===== src/rtl/mem_arb_pkg.sv =====
// Shared types for the block-RAM port arbiter: request record and
// read-response tag carried through the latency pipeline.
package mem_arb_pkg;

  localparam int unsigned MEM_ADDR_W = 32;
  localparam int unsigned MEM_DATA_W = 32;
  localparam int unsigned TAG_ID_W   = 3;

  typedef struct packed {
    logic                  we;
    logic [MEM_ADDR_W-1:0] addr;
    logic [MEM_DATA_W-1:0] wdata;
  } mem_req_t;

  // Wide enough for the largest supported requester count (8).
  typedef struct packed {
    logic                vld;
    logic [TAG_ID_W-1:0] id;
  } rsp_tag_t;

endpackage


===== src/rtl/rr_arbiter.sv =====
// Combinational round-robin picker: first set request at or above ptr,
// wrapping modulo NUM_REQ. The pointer register lives in the caller.
module rr_arbiter #(
  parameter int unsigned NUM_REQ = 2,
  parameter int unsigned ID_W    = 1
) (
  input  logic [NUM_REQ-1:0] req,
  input  logic [ID_W-1:0]    ptr,
  output logic [NUM_REQ-1:0] gnt,
  output logic [ID_W-1:0]    gnt_id,
  output logic               gnt_any
);

  always_comb begin
    logic [ID_W-1:0] idx;
    gnt     = '0;
    gnt_id  = '0;
    gnt_any = 1'b0;
    idx     = '0;
    for (int unsigned k = 0; k < NUM_REQ; k++) begin
      idx = ID_W'((32'(ptr) + k) % NUM_REQ);
      if (!gnt_any && req[idx]) begin
        gnt[idx] = 1'b1;
        gnt_id   = idx;
        gnt_any  = 1'b1;
      end
    end
  end

endmodule


===== src/rtl/mem_port_arbiter.sv =====
// Shares one block-RAM port among NUM_REQ requesters: round-robin grant,
// registered single-beat issue, and read-response routing by tag pipeline.
module mem_port_arbiter
  import mem_arb_pkg::*;
#(
  parameter int unsigned NUM_REQ      = 2,
  parameter int unsigned READ_LATENCY = 2,
  parameter int unsigned ADDR_W       = 32,
  parameter int unsigned DATA_W       = 32
) (
  input  logic                           clock,
  input  logic                           rst,
  input  logic                           arb_en,
  input  logic [NUM_REQ-1:0]             req_valid,
  output logic [NUM_REQ-1:0]             req_ready,
  input  logic [NUM_REQ-1:0]             req_we,
  input  logic [NUM_REQ-1:0][ADDR_W-1:0] req_addr,
  input  logic [NUM_REQ-1:0][DATA_W-1:0] req_wdata,
  output logic [NUM_REQ-1:0]             rsp_valid,
  output logic [DATA_W-1:0]              rsp_rdata,
  output logic                           mem_en,
  output logic                           mem_we,
  output logic [ADDR_W-1:0]              mem_addr,
  output logic [DATA_W-1:0]              mem_din,
  input  logic [DATA_W-1:0]              mem_dout
);

  localparam int unsigned ID_W = (NUM_REQ > 1) ? $clog2(NUM_REQ) : 1;

  logic [ID_W-1:0]    ptr_q, ptr_d;
  logic               mem_en_q, mem_en_d;
  logic               mem_we_q, mem_we_d;
  logic [ADDR_W-1:0]  mem_addr_q, mem_addr_d;
  logic [DATA_W-1:0]  mem_din_q, mem_din_d;
  logic [ID_W-1:0]    issue_id_q, issue_id_d;
  rsp_tag_t [READ_LATENCY-1:0] tag_q, tag_d;

  logic [NUM_REQ-1:0] gnt;
  logic [ID_W-1:0]    gnt_id;
  logic               gnt_any;
  logic               grant;

  rr_arbiter #(
    .NUM_REQ (NUM_REQ),
    .ID_W    (ID_W)
  ) u_rr (
    .req     (req_valid),
    .ptr     (ptr_q),
    .gnt     (gnt),
    .gnt_id  (gnt_id),
    .gnt_any (gnt_any)
  );

  assign grant     = arb_en && !rst && gnt_any;
  assign req_ready = grant ? gnt : '0;

  always_comb begin
    ptr_d      = ptr_q;
    mem_en_d   = 1'b0;
    mem_we_d   = 1'b0;
    mem_addr_d = mem_addr_q;
    mem_din_d  = mem_din_q;
    issue_id_d = issue_id_q;
    if (grant) begin
      mem_en_d   = 1'b1;
      mem_we_d   = req_we[gnt_id];
      mem_addr_d = req_addr[gnt_id];
      mem_din_d  = req_wdata[gnt_id];
      issue_id_d = gnt_id;
      ptr_d      = (gnt_id == ID_W'(NUM_REQ - 1)) ? '0 : gnt_id + 1'b1;
    end
  end

  // Stage 0 captures the access presented to the RAM this cycle, so the
  // tail lines up with mem_dout READ_LATENCY cycles after mem_en.
  always_comb begin
    tag_d        = tag_q;
    tag_d[0].vld = mem_en_q && !mem_we_q;
    tag_d[0].id  = TAG_ID_W'(issue_id_q);
    for (int unsigned k = 1; k < READ_LATENCY; k++) begin
      tag_d[k] = tag_q[k-1];
    end
  end

  always_ff @(posedge clock) begin
    if (rst) begin
      ptr_q      <= '0;
      mem_en_q   <= 1'b0;
      mem_we_q   <= 1'b0;
      mem_addr_q <= '0;
      mem_din_q  <= '0;
      issue_id_q <= '0;
      tag_q      <= '0;
    end else begin
      ptr_q      <= ptr_d;
      mem_en_q   <= mem_en_d;
      mem_we_q   <= mem_we_d;
      mem_addr_q <= mem_addr_d;
      mem_din_q  <= mem_din_d;
      issue_id_q <= issue_id_d;
      tag_q      <= tag_d;
    end
  end

  always_comb begin
    rsp_valid = '0;
    rsp_rdata = '0;
    if (tag_q[READ_LATENCY-1].vld) begin
      rsp_rdata = mem_dout;
      for (int unsigned i = 0; i < NUM_REQ; i++) begin
        if (tag_q[READ_LATENCY-1].id == TAG_ID_W'(i)) rsp_valid[i] = 1'b1;
      end
    end
  end

  assign mem_en   = mem_en_q;
  assign mem_we   = mem_we_q;
  assign mem_addr = mem_addr_q;
  assign mem_din  = mem_din_q;

endmodule


===== config.mk =====
export PLATFORM = sky130hd
export DESIGN_NAME = mem_port_arbiter
export DESIGN_NICKNAME = d
export VERILOG_FILES = /design/src/rtl/mem_arb_pkg.sv /design/src/rtl/rr_arbiter.sv /design/src/rtl/mem_port_arbiter.sv
export SDC_FILE = /design/constraint.sdc
export NUM_CORES = 1
export LEC_CHECK = 0
export ABC_AREA = 0
export BUFFER_PORTS_ARGS = -buffer_cell sky130_fd_sc_hd__buf_2
export CORE_AREA = 4 4 103 105
export DETAILED_ROUTE_END_ITERATION = 6
export DIE_AREA = 0 0 107 109
export GPL_ROUTABILITY_DRIVEN = 0
export PLACE_DENSITY_LB_ADDON = 0.1
export SETUP_SLACK_MARGIN = 0.5
export SLEW_MARGIN = 20
export SYNTH_ARGS = -nofsm -noshare
export SYNTH_HDL_FRONTEND = slang
export SYNTH_SLANG_ARGS = --single-unit

===== constraint.sdc =====
create_clock -name clock -period 1.66 [get_ports clock]
set_input_delay 0.166 -clock clock [delete_from_list [all_inputs] [get_ports clock]]
set_output_delay 0.166 -clock clock [all_outputs]
set_load 0.05 [all_outputs]

### Yosys cells after proc, flatten, opt, wreduce, memory -nomap -nowiden

Cells that the tools add are included.

| operators by class | value |
|---|---|
| add/subtract/negate cells | 2 |
| $mul | 0 |
| divide/modulo/power cells | 0 |
| magnitude comparators | 5 |
| equality and inequality tests | 1 |
| shift operators | 0 |
| muxes and demuxes | 27 |
| bitwise gates (word level) | 2 |
| reductions and logical operators | 11 |

Operators with widths:

| kind | number |
|---|---|
| 32-bit two-way mux | 5 |
| 1-bit two-way mux | 16 |
| 2-bit two-way mux | 4 |
| 1-bit logical AND | 6 |
| 1-bit by 2-bit less-than comparator with 1-bit output, second input constant | 3 |
| 3-bit by 1-bit == test with 1-bit output, second input constant | 1 |
| 1-bit zero test | 3 |
| 3-bit zero test | 1 |
| 1-bit adder, second input constant | 2 |
| 1-bit demux with 1-bit select | 2 |
| 1-bit >= comparator, second input constant | 2 |
| 2-bit bitwise OR | 1 |
| 2-bit OR reduction | 1 |
| 1-bit inverter | 1 |

| word-level totals | value |
|---|---|
| register bits after elaboration | 76 |
| latch bits | 0 |
| memory bits (writable) | 0 |
| bits in read-only memories | 0 |
| bits of input ports | 167 |
| output and inout bits | 102 |
| word-level logic and storage cells | 59 |
| memories | 0 |

### Depth between registers and ports, before layout

| logic depth | value |
|---|---|
| depth in word-level cells | 9 |
| mapped depth | 7 |
| depth with buffers taken out | 4 |

### Cells and area by module

From an unflattened synthesis, not the netlist that was laid out.

| unflattened totals | value |
|---|---|
| cell total of the unflattened synthesis | 362 |
| area, all modules | 3728.6 um^2 |

Modules (own cells, without submodules):

| module | times used | cells an instance | area an instance (um^2) | sequential area each (um^2) |
|---|---|---|---|---|
| mem_port_arbiter | 1 | 357 | 3696.0 | 1441.4 |
| rr_arbiter | 1 | 5 | 32.5 | 0.0 |

### Least setup slack after synthesis

Ideal clock, no wire load.

| path | value |
|---|---|
| path kind | input-to-reg |
| start point | in req_valid[1] |
| end point | reg mem_addr_q[31] (netlist: mem_addr[31]) |
| library setup time | 60 ps |
| arrival | 1295 ps |
| required time | 1600 ps |
| path slack | 305 ps |
| cell stages on the path | 5 |
| cell sequence | buf_4 > a21boi_4 > nand2_1 > inv_1 > a221o_1 |

| on the way | value |
|---|---|
| word-level cells in the longest chain between the ends | 8 |

Ends and longest elaborated chain:

| item | line | source |
|---|---|---|
| start: declaration | mem_port_arbiter.sv:14 | `input logic [NUM_REQ-1:0] req_valid,` |
| 1-bit two-way mux (not written as such) (2 in series) | rr_arbiter.sv:22 | `if (!gnt_any && req[idx]) begin` |
| 1-bit two-way mux | rr_arbiter.sv:22 |  |
| 1-bit zero test | rr_arbiter.sv:22 |  |
| 1-bit logical AND | rr_arbiter.sv:22 |  |
| 1-bit two-way mux | rr_arbiter.sv:22 |  |
| 32-bit two-way mux (not written as such) (2 in series) | mem_port_arbiter.sv:67 | `mem_addr_d = req_addr[gnt_id];` |
| end signal: assignment | mem_port_arbiter.sv:98 | `mem_addr_q <= mem_addr_d;` |
| end: declaration | mem_port_arbiter.sv:33 | `logic [ADDR_W-1:0] mem_addr_q, mem_addr_d;` |

Several ways; a longest one is shown, not always the timed one. The select of a mux whose other input is x is not followed.
A chain may end at the register's enable or synchronous reset.

### Worst setup path in the final report

| path | value |
|---|---|
| start point | reg ptr_q |
| end point | reg mem_din_q[29] (netlist: mem_din[29]) |

| on the way | value |
|---|---|
| word-level cells in the longest chain between the ends | 8 |

Ends and longest elaborated chain:

| item | line | source |
|---|---|---|
| start: declaration | mem_port_arbiter.sv:30 | `logic [ID_W-1:0] ptr_q, ptr_d;` |
| start signal: assignment | mem_port_arbiter.sv:95 | `ptr_q <= ptr_d;` |
| 1-bit two-way mux (not written as such) (2 in series) | rr_arbiter.sv:22 |  |
| 1-bit two-way mux | rr_arbiter.sv:22 |  |
| 1-bit zero test | rr_arbiter.sv:22 |  |
| 1-bit logical AND | rr_arbiter.sv:22 |  |
| 1-bit two-way mux | rr_arbiter.sv:22 |  |
| 32-bit two-way mux (not written as such) (2 in series) | mem_port_arbiter.sv:68 | `mem_din_d = req_wdata[gnt_id];` |
| end signal: assignment | mem_port_arbiter.sv:99 | `mem_din_q <= mem_din_d;` |
| end: declaration | mem_port_arbiter.sv:34 | `logic [DATA_W-1:0] mem_din_q, mem_din_d;` |

Several ways; a longest one is shown, not always the timed one. The select of a mux whose other input is x is not followed.

==> flow_summary.json <==
{
  "synth_async_sr_flop_share_pct": 0,
  "cp-end-kind": "flop",
  "slew_viol_final": 0,
  "clkSlewWorstSetupHoldPaths_ns": 0.08,
  "final_common_cell": "buf_2",
  "crit_path_frequent_cell": "buf_12",
  "crit_type": "flop to flop",
  "cp.depth": 8,
  "cts_sinks": 72,
  "synthFlopType": "dfxtp_1",
  "post-dp-hpwl_mm": 10.3,
  "dpl_worst_slack_ns": 0.258,
  "start_util_pct": 37.1,
  "tns_ns": 0,
  "port_buffers": 268,
  "synth_edf_count": 0,
  "seq_area_um2": 1450,
  "worst_pin_slew_ns": 0.426,
  "antenna_found_initial": 2,
  "cts_tree": "built",
  "synth-seq-cells": 72,
  "synthesis.nets": 604,
  "crit_path_max_incr_delay_ns": 0.35,
  "layout-drive-gt1-share_pct": 54.0,
  "cts_buffers": 9,
  "fin_crit_sh_pct": 86.1,
  "ioPinCount": 269,
  "die-area_um2": 11700,
  "critPathArrivalTime_ns": 1.66,
  "synth_top_cell_area_share_pct": 40.3,
  "clk_path_buf_depth": 2,
  "overflow": 0,
  "min_path_type": "input pin to flop",
  "vias": 4760,
  "worst-path-max-fanout": 5,
  "use_met1_pct": 33.5,
  "power.density_nw_per_um2": 757,
  "ys_top_cells_by_area": "dfxtp_1, a31oi_1, nand4_1",
  "power_mw": 4.72,
  "relSlewSlack_pct": 71.6,
  "min_period_ns": 1.43,
  "syn2layout_area_growth_pct": 74.6,
  "fillers": 853,
  "drc": 0,
  "cts_hold_buf": 0,
  "finalHoldViolations": 0,
  "status": "finished, final reports clean",
  "grt_busiest_layer": "met2",
  "rsz0062_at_grt": "yes",
  "clkLatencyLatePin_ns": 0.35,
  "wl_per_cell_um": 20.4,
  "ant_nets": 0,
  "layout_common_cells": "buf_2, dfxtp_1, nand4_1, a31oi_1, nand3_1",
  "crit_family": "buffers and inverters",
  "rr_startpoint": "ptr_q",
  "syn_area_per_cell_um2": 8.19,
  "multi_input_area_um2": 1920,
  "wirelength_mm": 17.2,
  "drt_iter0_drc": 354,
  "synthCells": 437,
  "critPathRequiredTime_ns": 1.89,
  "grt_pass1_wl_mm": 24.6,
  "grt_usage_pct": 27.3,
  "rows": 36,
  "grtUsageMet2_pct": 47.1,
  "slowest_stage": "dfxtp_2",
  "die_h_um": 109,
  "setup_viol": 0,
  "grt_use_met3_pct": 6.51,
  "reg2reg_depth": 8,
  "root_buffer": "clkbuf_8",
  "seq_area_frac_synth_pct": 40.3,
  "fin_skew_ns": 0.00764,
  "synth_area_um2": 3580,
  "cp-endpoint": "mem_din[29]",
  "fmax_mhz": 700,
  "grt_pass1_vias": 4512,
  "cp_cell_sequence": "nand2b_4 -> buf_8 -> buf_6 -> buf_12 -> buf_12 -> buf_16 -> nand4_1 -> a31oi_1",
  "fin_nets": 871,
  "leakage_nw": 2.71,
  "yosysUniqueCellTypes": 26,
  "cap_violations": 0,
  "cp-start-kind": "flop",
  "cp-startpoint": "ptr_q",
  "cts_htree_levels": 3,
  "first_pass_iters": 5,
  "grt_max_degree": 63,
  "timing.rr.end": "mem_din[29]",
  "synth_warnings": 0,
  "setup_ws_ns": 0.231,
  "reg2reg_slack_ns": 0.23,
  "path_buf_inv": 5,
  "via_per_inst": 5.64,
  "fp.dieW_um": 107,
  "worst_ir_drop_vdd_uv": 338,
  "core-area_um2": 9640,
  "synth_largest_area_cell": "dfxtp_1"
}
==> worst register-to-register path: cells and delay by family (launching register included) <==
| kind | cells | cell delay, ns |
|---|---|---|
| buffers and inverters | 5 | 0.61 |
| flip-flops | 1 | 0.35 |
| AO/OA/AOI/OAI | 1 | 0.09 |
| AND/OR/NAND/NOR | 2 | 0.25 |
==> final cells by class <==
cell class | count | share of cell area (%)
multi-input combinational | 304 | 30.8
antenna | 2 | 0.0801
inverter | 1 | 0.120
clock buffer | 13 | 2.38
sequential | 72 | 23.2
tap | 133 | 2.66
timing repair buffer | 316 | 39.8
clock inverter | 3 | 1.04
==> synth_stat cells (3+ instances only) <==
cell      number
nor2b_1        4
clkbuf_2       4
nand3_1       62
o21ai_0       47
a31oi_1       62
buf_6          9
o21ai_1       17
nand4_1       62
nor3b_1        3
buf_4         10
buf_2         15
dfxtp_1       72
clkbuf_1      22
and2_1        33
==> routing by layer <==
layer | vias up | wire [um] | part of all wire, %
met5 | - | 0 | 0
met4 | 0 | 295 | 1.7
met3 | 26 | 1670 | 9.7
met2 | 291 | 8770 | 51
met1 | 2245 | 6470 | 38
li1 | 2198 | - | -
==> registers in the layout, indices dropped and copies added (netlist names) <==
name / flops
ptr_q: 1
mem_we: 1
mem_en: 1
mem_din: 32
tag_d: 2
mem_addr: 32
issue_id_q: 1
tag_q: 2
==> power by group <==
part           internal (mW)  switching [mW]
registers               1.81          0.0432
logic                  0.533           0.791
clock network          0.888           0.661
==> worst min-delay path by stage <==
| stage | startpoint | to | slack [ns] | cells after the start |
|---|---|---|---|---|
| after floorplan | req_we[1] | mem_we | 0.29 | 1 |
| after global placement | req_wdata[63] | mem_din[31] | 0.40 | 2 |
| after detailed placement | req_wdata[63] | mem_din[31] | 0.40 | 2 |
| after CTS | req_wdata[63] | mem_din[31] | 0.03 | 2 |
| after global routing | req_wdata[63] | mem_din[31] | 0.04 | 2 |
| final | req_wdata[63] | mem_din[31] | 0.04 | 2 |
==> per-stage QoR <==
step,hold slack [ns],cell area (um^2),std cells,utilization [%]
2_1_floorplan,0.292,3640,437,-
3_3_place_gp,0.402,4990,795,51.8
3_5_place_dp,0.396,4990,795,51.8
4_1_cts,0.0348,6060,840,62.9
5_1_grt,0.0383,6240,844,64.8
6_report,0.0437,6240,844,64.8
==> cell families (layout without fill, tap and decap cells) <==
logic type / count (synthesis) / in the layout / share of synthesized area, %
buf+inv: 61 / 333 / 10.0
compound gates: 132 / 132 / 21.5
flops: 72 / 72 / 40.3
other cells: 0 / 2 / 0
simple gates: 172 / 172 / 28.2
==> timing repair <==
action,in CTS,in global routing
buffers inserted,17,1
endpoints found under the setup margin,100,123
pin swaps,62,27
gates resized for setup,123,51
gates cloned,12,1
(Power assumes the default switching activity.)
